$ cat src/rtl/boot_run_ctrl_if.sv
// Loader stream and imem write port bundle for boot_run_ctrl.
// slave = sequencer side, master = host/loader side.
interface boot_run_ctrl_if #(
   parameter int AW = 10
);
   logic          in_valid;
   logic [31:0]   in_data;
   logic          in_ready;
   logic          imem_we;
   logic [AW-1:0] imem_waddr;
   logic [31:0]   imem_wdata;

   modport master (
      output in_valid, in_data,
      input  in_ready, imem_we, imem_waddr, imem_wdata
   );

   modport slave (
      input  in_valid, in_data,
      output in_ready, imem_we, imem_waddr, imem_wdata
   );
endinterface

$ cat src/rtl/boot_run_ctrl.sv
// Boot/run sequencer: loads a program image into imem,
// releases core reset after a delay, counts run cycles.
module boot_run_ctrl #(
   parameter int IMEM_DEPTH      = 1024,
   parameter int IMEM_ADDR_WIDTH = 10,
   parameter int RELEASE_DLY     = 2,
   parameter int CNT_WIDTH       = 32,
   parameter int MAX_CYCLES      = 100000
) (
   input  logic                     clk,
   input  logic                     reset_b,
   input  logic                     start,
   input  logic                     abort,
   boot_run_ctrl_if.slave           bus,
   output logic                     core_rst_b,
   input  logic                     halt_req,
   output logic                     busy,
   output logic                     done,
   output logic                     timeout,
   output logic                     error,
   output logic [CNT_WIDTH-1:0]     cycle_cnt,
   output logic [IMEM_ADDR_WIDTH:0] load_cnt
);
   localparam int LW = IMEM_ADDR_WIDTH + 1;
   localparam logic [31:0] DEPTH32 = 32'(IMEM_DEPTH);
   localparam logic [CNT_WIDTH-1:0] LAST_CYC = CNT_WIDTH'(MAX_CYCLES - 1);
   localparam logic [CNT_WIDTH-1:0] CNT_SAT = '1;
   localparam logic [3:0] DLY = 4'(RELEASE_DLY);

   typedef enum logic [2:0] {
      IDLE, HDR, LOAD, RELEASE, RUN, DONE, ERR
   } state_t;

   state_t        state;
   logic [LW-1:0] n_words;
   logic [3:0]    dly_cnt;
   logic          accept;

   // stream is open only while expecting header or program words
   assign bus.in_ready = (state == HDR) || (state == LOAD);
   assign accept       = bus.in_valid & bus.in_ready;

   // sequencer FSM with registered outputs; abort overrides everything
   always_ff @(posedge clk or negedge reset_b) begin
      if (!reset_b) begin
         state          <= IDLE;
         n_words        <= '0;
         dly_cnt        <= '0;
         bus.imem_we    <= 1'b0;
         bus.imem_waddr <= '0;
         bus.imem_wdata <= '0;
         core_rst_b     <= 1'b0;
         busy           <= 1'b0;
         done           <= 1'b0;
         timeout        <= 1'b0;
         error          <= 1'b0;
         cycle_cnt      <= '0;
         load_cnt       <= '0;
      end else begin
         bus.imem_we <= 1'b0;
         if (abort) begin
            state      <= IDLE;
            core_rst_b <= 1'b0;
            busy       <= 1'b0;
            done       <= 1'b0;
            timeout    <= 1'b0;
            error      <= 1'b0;
         end else begin
            unique case (state)
               IDLE, DONE, ERR: begin
                  if (start) begin
                     state     <= HDR;
                     busy      <= 1'b1;
                     done      <= 1'b0;
                     timeout   <= 1'b0;
                     error     <= 1'b0;
                     load_cnt  <= '0;
                     cycle_cnt <= '0;
                  end
               end
               HDR: begin
                  if (accept) begin
                     if (bus.in_data == '0 || bus.in_data > DEPTH32) begin
                        state <= ERR;
                        error <= 1'b1;
                        busy  <= 1'b0;
                     end else begin
                        n_words <= bus.in_data[LW-1:0];
                        state   <= LOAD;
                     end
                  end
               end
               LOAD: begin
                  if (accept) begin
                     bus.imem_we    <= 1'b1;
                     bus.imem_waddr <= load_cnt[IMEM_ADDR_WIDTH-1:0];
                     bus.imem_wdata <= bus.in_data;
                     load_cnt       <= load_cnt + 1'b1;
                     if (load_cnt + 1'b1 == n_words) begin
                        state   <= RELEASE;
                        dly_cnt <= DLY;
                     end
                  end
               end
               RELEASE: begin
                  if (dly_cnt <= 4'd1) begin
                     state      <= RUN;
                     core_rst_b <= 1'b1;
                  end else begin
                     dly_cnt <= dly_cnt - 1'b1;
                  end
               end
               RUN: begin
                  if (cycle_cnt != CNT_SAT)
                     cycle_cnt <= cycle_cnt + 1'b1;
                  if (halt_req) begin
                     state      <= DONE;
                     done       <= 1'b1;
                     core_rst_b <= 1'b0;
                     busy       <= 1'b0;
                  end else if (MAX_CYCLES != 0 && cycle_cnt == LAST_CYC) begin
                     state      <= DONE;
                     done       <= 1'b1;
                     timeout    <= 1'b1;
                     core_rst_b <= 1'b0;
                     busy       <= 1'b0;
                  end
               end
               default: state <= IDLE;
            endcase
         end
      end
   end
endmodule

$ cat src/flat_wrapper.sv
// flat-port wrapper written by rule: the top's interface ports become plain ports
module boot_run_ctrl_flat 
#(
   parameter int IMEM_DEPTH      = 1024,
   parameter int IMEM_ADDR_WIDTH = 10,
   parameter int RELEASE_DLY     = 2,
   parameter int CNT_WIDTH       = 32,
   parameter int MAX_CYCLES      = 100000
)
  (clk, reset_b, start, abort, core_rst_b, halt_req, busy, done, timeout, error, cycle_cnt, load_cnt, bus_in_valid, bus_in_data, bus_in_ready, bus_imem_we, bus_imem_waddr, bus_imem_wdata);
  boot_run_ctrl_if #(.AW((10))) bus_i ();
  input  logic clk;
  input  logic reset_b;
  input  logic start;
  input  logic abort;
  output logic core_rst_b;
  input  logic halt_req;
  output logic busy;
  output logic done;
  output logic timeout;
  output logic error;
  output logic [CNT_WIDTH-1:0] cycle_cnt;
  output logic [IMEM_ADDR_WIDTH:0] load_cnt;
  input wire logic [$bits(bus_i.in_valid)-1:0] bus_in_valid;
  input wire logic [$bits(bus_i.in_data)-1:0] bus_in_data;
  output wire logic [$bits(bus_i.in_ready)-1:0] bus_in_ready;
  output wire logic [$bits(bus_i.imem_we)-1:0] bus_imem_we;
  output wire logic [$bits(bus_i.imem_waddr)-1:0] bus_imem_waddr;
  output wire logic [$bits(bus_i.imem_wdata)-1:0] bus_imem_wdata;
  assign bus_i.in_valid = bus_in_valid;
  assign bus_i.in_data = bus_in_data;
  assign bus_in_ready = bus_i.in_ready;
  assign bus_imem_we = bus_i.imem_we;
  assign bus_imem_waddr = bus_i.imem_waddr;
  assign bus_imem_wdata = bus_i.imem_wdata;
  boot_run_ctrl #(.IMEM_DEPTH(IMEM_DEPTH), .IMEM_ADDR_WIDTH(IMEM_ADDR_WIDTH), .RELEASE_DLY(RELEASE_DLY), .CNT_WIDTH(CNT_WIDTH), .MAX_CYCLES(MAX_CYCLES)) u_core (.clk(clk), .reset_b(reset_b), .start(start), .abort(abort), .bus(bus_i), .core_rst_b(core_rst_b), .halt_req(halt_req), .busy(busy), .done(done), .timeout(timeout), .error(error), .cycle_cnt(cycle_cnt), .load_cnt(load_cnt));
endmodule
$ cat config.mk
export PLATFORM = sky130hd
export DESIGN_NAME = boot_run_ctrl_flat
export DESIGN_NICKNAME = d
export VERILOG_FILES = /design/src/rtl/boot_run_ctrl_if.sv /design/src/rtl/boot_run_ctrl.sv /design/src/flat_wrapper.sv
export SDC_FILE = /design/constraint.sdc
export NUM_CORES = 1
export LEC_CHECK = 0
export CAP_MARGIN = 10
export CORE_ASPECT_RATIO = 1.75
export CORE_MARGIN = 5
export CORE_UTILIZATION = 50
export DETAILED_ROUTE_END_ITERATION = 16
export PLACE_DENSITY = 0.79
export SYNTH_ARGS = -nofsm -noshare
export SYNTH_HDL_FRONTEND = slang
export SYNTH_SLANG_ARGS = --single-unit
$ cat constraint.sdc
create_clock -name clk -period 2.5 [get_ports clk]
set_input_delay 0.5 -clock clk [delete_from_list [all_inputs] [get_ports clk]]
set_output_delay 0.5 -clock clk [all_outputs]
set_load 0.03 [all_outputs]
Word level (Yosys, flattened, before mapping)
Cells that the tools add are included.

Add/sub/neg operators: 3. $mul: 0. Divide/modulo/power cells: 0. Order comparisons: 2. Equality and inequality tests: 23. Shifts and indexed selects: 0. Multiplexer cells: 45. Bitwise logic cells: 3. Reduce and logical (&&, ||, !) cells: 23.

Operator list (count): $mux 32 (2); $pmux 32 s2 (1); $add 32x1->32 const B (1); $eq 32x17->1 const B (1); $gt 32x11->1 const B (1); $logic_not 32->1 (1); $ne 32x32->1 const B (1); $mux 3 (9); $mux 11 (2); $pmux 11 s2 (1); $mux 1 (20); $reduce_and 4->1 (5); $pmux 3 s5 (1); $mux 4 (3); $ne 3x2->1 const B (4); $ne 3x3->1 const B (4); $add 11x1->11 const B (1); $eq 11x11->1 (1); $reduce_and 5->1 (2); $eq 3x3->1 const B (3); $reduce_and 3->1 (3); $reduce_bool 3->1 (3); $pmux 1 s2 (4); $pmux 4 s2 (1); other kinds (16) (24).

Flip-flop bits (word level): 109. Bits in latches: 0. RAM bits: 0. Memory bits (read-only): 0. Bits of input ports: 38. Output and inout bits: 92. Logic and storage cells: 112. Memories: 0.

Logic depth before layout (Yosys ltp)
Depth in word-level cells: 6. Depth in mapped cells: 10. Depth with buffers taken out: 9.

Worst setup path after synthesis
No wires, ideal clock.

Path kind: register to register. Start point: reg u_core.load_cnt[0]. End point: reg u_core.dly_cnt[2]. Library setup time: 0.124 ns. Data arrival time: 2.382 ns. Data required time: 2.376 ns. Slack: -0.006 ns. Cell stages (with the launch flop): 9. Clock period less this slack: 2.506 ns. Cells stage by stage: dfrtp_1 > ha_1 > and3_1 > nand3_1 > xnor2_1 > nor4_4 > nand3_2 > and2_4 > a211o_1.

Word-level cells in the longest chain between the ends: 4.

RTL lines: start, declared (RTL line boot_run_ctrl.sv:22) `output logic [IMEM_ADDR_WIDTH:0] load_cnt`; start signal, assigned (RTL line boot_run_ctrl.sv:98) `load_cnt <= load_cnt + 1'b1;`; $add 11x1->11 (RTL line boot_run_ctrl.sv:99) `if (load_cnt + 1'b1 == n_words) begin`; $eq 11x11->1 (RTL line boot_run_ctrl.sv:99); $ne 2x2->1 (no line); $reduce_and 5->1 (no line); end signal, assigned (RTL line boot_run_ctrl.sv:110) `dly_cnt <= dly_cnt - 1'b1;`; end, declared (RTL line boot_run_ctrl.sv:36) `logic [3:0] dly_cnt;`.

Every way passes these cells. A chain may end at the register's enable or synchronous reset.

Worst setup path in the final report
Start point: in bus_in_data[15]. End point: reg u_core.n_words[9].

Word-level cells in the longest chain between the ends: 4. Elaborated cells on any way between the ends: 5. Classes of those cells: 1 x order compare; 1 x bitwise; 3 x reduce/logical.

RTL lines: start, declared (RTL line flat_wrapper.sv:25) `input wire logic [$bits(bus_i.in_data)-1:0] bus_in_data;`; $gt 32x11->1 or $logic_not 32->1 (tied branches) (RTL line boot_run_ctrl.sv:83) `if (bus.in_data == '0 || bus.in_data > DEPTH32) begin`; $logic_or 1x1->1 (*) (RTL line boot_run_ctrl.sv:83); $not 1->1 (no line) (*); $reduce_and 4->1 (no line) (*); end signal, assigned (RTL line boot_run_ctrl.sv:88) `n_words <= bus.in_data[LW-1:0];`; end, declared (RTL line boot_run_ctrl.sv:35) `logic [LW-1:0] n_words;`.

Mark *: on every way between the ends. The rest lies on a longest branch, timed or not.

==> metrics.log <==
INFO  metric cts_max_level = 3
INFO  metric numPlacedInstances = about 890
INFO  metric timing.reg2reg.worst_path_depth = 8
INFO  metric synth_cells = just over 600
INFO  metric met1Wirelength = between 5 and 6 mm
INFO  metric max_freq = a little over 400 MHz
INFO  metric worstPathArrival = roughly 2600 ps
INFO  metric total_standard_cell_area_after_synthesis = between 5000 and 6000 um2
INFO  metric vias_per_cell = about 5.7
INFO  metric gr-total-overflow = 0
INFO  metric cellLeakagePower = between 3 and 4 nW
INFO  metric finalWirelength = ~16 mm
INFO  metric synthesis.yosys.warnings = 0
INFO  metric core_region_area = about 11000 um2
INFO  metric synth.lib_cells_used.distinct = 72
INFO  metric grt_pass1_vias = roughly 5400
INFO  metric tritoncts_clock_tree = done
INFO  metric worst_slew_pin_slew = ~590 ps
INFO  metric cts_hold_buffers = 0
INFO  metric routabilityCongestion = 0.902
INFO  metric count_of_flip_flops_with_a_built_in_enable_after_synthesis = 0
INFO  metric cts_max_path_buffers = 2
INFO  metric start_kind = input port
INFO  metric synthDominantCellAreaShare = 0.483
INFO  metric holdCritPathClass = in -> async
INFO  metric cp_max_fo = 6
INFO  metric route.top_layer_used = met4
INFO  metric synth_seq_area_share = 0.483
INFO  metric synth_seq_cells = 109
INFO  metric cell_types_with_the_largest_area_share_after_synthesis = dfrtp_1, nand2_1, xnor2_1, nor2_1, o21ai_0
INFO  metric maxCapViolations = 0
INFO  metric ys_dominant_reg_cell = dfrtp_1
INFO  metric timing.rr.end = u_core.dly_cnt[2]
INFO  metric fp.dieW = 90.3 um
INFO  metric synth.most_common_cell = nand2_1
INFO  metric met2WireLength = slightly above 9 mm
INFO  metric cts_buffers = 9
INFO  metric cts_sinks = 109
INFO  metric drt_first_pass_iters = 5
INFO  metric fill_cells = 888
INFO  metric worst-r2r-setup-slack = 150 ps
INFO  metric clockRootBuffer = clkbuf_16
INFO  metric synthToLayoutAreaGrowth = 36.1%
INFO  metric post_dp_cell_area = between 7000 and 8000 um2
INFO  metric synth_area_leader_cell = dfrtp_1
INFO  metric grt_antenna_before_repair = 0
INFO  metric antenna_cells = 0
INFO  metric grt_start_max_net_pins = 43
INFO  metric synthTopCellsByCount = nand2_1, dfrtp_1, nor2_1, o21ai_0, xnor2_1
INFO  metric clock_skew = ~8.4 ps
INFO  metric timing.setup.tns = 0 ps
INFO  metric final_hold_viol_count = 0
INFO  metric core.rowCount = 51
INFO  metric classification_of_the_worst_setup_path = in -> reg
INFO  metric peakVddDrop = between 0.6 and 0.7 mV
INFO  metric syn-mean-instance-area = a little over 9 um2
INFO  metric detail_route.drc_violations = 0
INFO  metric clk_transition_reported_paths = about 70 ps
INFO  metric start_util = 0.508
INFO  metric num_io_pins = 130
INFO  metric reg2reg_from = u_core.load_cnt[0]
INFO  metric dp_hpwl = between 10 and 15 mm
INFO  metric dieHeight = roughly 150 um
INFO  metric clock_insertion_delay_worst_skew = approximately 350 ps
INFO  metric async_flop_share = 1.00
INFO  metric met3RoutedLength = ~700 um
INFO  metric relSlewSlack = 0.607
INFO  metric post-route-period-util = 0.963
INFO  metric pwr_density_cell = a little under 800 nW/um2
INFO  metric vias = 5155
INFO  metric report.final.setup_viol = 0
INFO  metric global_route.usage.total = 0.245
INFO  metric post_layout_nonfiller_instances = just over 900
INFO  metric fin_area = between 7000 and 8000 um2
INFO  metric fin_ws = roughly 93 ps
INFO  metric dr.first_iter.drc_count = between 200 and 300
INFO  metric die_area = 13600 um2
INFO  metric finish.net_count = 815
INFO  metric place.port_buffers = around 130
INFO  metric mappedNetlistNets = 656
INFO  metric dp_worst_setup_slack = -318 ps
INFO  metric slew_viol_final = 0
INFO  metric wire_length_of_the_first_global_routing_pass = between 20 and 30 mm
INFO  metric finalCriticalPeriod = between 2000 and 2500 ps
INFO  metric timing.critical_path.to_type = register
INFO  metric drive_gt1_frac = 0.132
INFO  metric status = finished clean
INFO  metric worst-endpoint-required = between 2000 and 3000 ps
INFO  metric wire_per_inst = 17.8 um
INFO  metric postRouteAntennaNets = 0
[worst max-delay path, cell delays in order]
cell and delay (ps):
clkdlybuf4s50_1 430, nor4_1 440, nand2_1 180, nor4b_4 360
nand4_1 190, buf_4 210, mux2_1 320
[through the flow]
stage / power (mW) / utilization / hold WS, ps
2_1_floorplan: 3.61 / - / 204
3_3_place_gp: 4.54 / 0.660 / 456
3_5_place_dp: 4.61 / 0.660 / 462
4_1_cts: 6.08 / 0.688 / 157
5_1_grt: 6.37 / 0.691 / 175
6_report: 6.05 / 0.691 / 139
[registers in the layout, indices dropped and copies added (netlist names)]
| signal | cells |
|---|---|
| u_core.bus.imem_waddr | 10 |
| u_core.bus.imem_wdata | 32 |
| u_core.bus.imem_we | 1 |
| u_core.busy | 1 |
| u_core.core_rst_b | 1 |
| u_core.cycle_cnt | 32 |
| u_core.dly_cnt | 4 |
| u_core.done | 1 |
| u_core.error | 1 |
| u_core.load_cnt | 11 |
| u_core.n_words | 11 |
| u_core.state | 3 |
| u_core.timeout | 1 |
[worst max-delay path by stage]
stage	start	cells after the start	slack, ps	end
2_1_floorplan	u_core.load_cnt[1]	8	30	u_core.dly_cnt[2]
3_3_place_gp	bus_in_data[1]	8	-270	u_core.n_words[3]
3_5_place_dp	bus_in_data[1]	8	-320	u_core.n_words[9]
4_1_cts	u_core.load_cnt[0]	8	8	u_core.dly_cnt[2]
5_1_grt	bus_in_data[7]	8	-7	u_core.n_words[9]
6_report	bus_in_data[15]	7	90	u_core.n_words[9]
[power breakdown]
part           switching (mW)  internal (mW)
sequential              0.268           2.06
combinational            1.31          0.941
clock                   0.668          0.791
[cell usage in the layout (no fill, tap or decap), types with 4 or more instances in the layout]
cell type / count
dfrtp_1: 107
mux2_1: 8
nor4_1: 11
o21ai_0: 28
a31oi_1: 4
nand3_1: 18
nor2_1: 50
nor3_1: 10
and3_1: 14
nand4_1: 11
xnor2_1: 27
xor2_1: 16
buf_4: 46
clkbuf_16: 9
clkdlybuf4s50_1: 128
nand2_1: 167
a21oi_1: 17
inv_1: 13
[area by class of cell]
class | instances | area [um2] | share of cell area
clock buffer | 9 | 225 | 0.0293
clock inverter | 7 | 81.3 | 0.0106
inverter | 13 | 48.8 | 0.00636
multi-input combinational | 463 | 2740 | 0.357
sequential | 109 | 2730 | 0.356
tap | 132 | 165 | 0.0215
timing repair buffer | 177 | 1690 | 0.220
[per-layer routing]
| metal | vias up | GRT usage |
|---|---|---|
| met2 | 166 | 0.477 |
| met4 | 0 | 0.120 |
| met3 | 48 | 0.0405 |
| met5 | - | 0 |
| met1 | 2535 | 0.247 |
| li1 | 2406 | - |
[what timing repair did]
action,in CTS,in global routing
pin swaps,0,2
gates resized for setup,1,5
buffers inserted,0,1
endpoints found under the setup margin,5,11
hold endpoints to repair,0,0
[kinds of logic (layout without fill, tap and decap cells)]
| logic type | after synthesis | after routing | synth area share |
|---|---|---|---|
| and+or+nand+nor | 324 | 324 | 0.283 |
| DFF | 109 | 109 | 0.483 |
| AOI/OAI and AO/OA | 81 | 81 | 0.0969 |
| xor gates and xnor gates | 43 | 43 | 0.0668 |
| buffers and inverters | 42 | 206 | 0.0373 |
| muxes | 11 | 11 | 0.0240 |
| adders and majority gates | 4 | 4 | 0.00887 |
No activity file was read; power rests on OpenSTA's default activity.
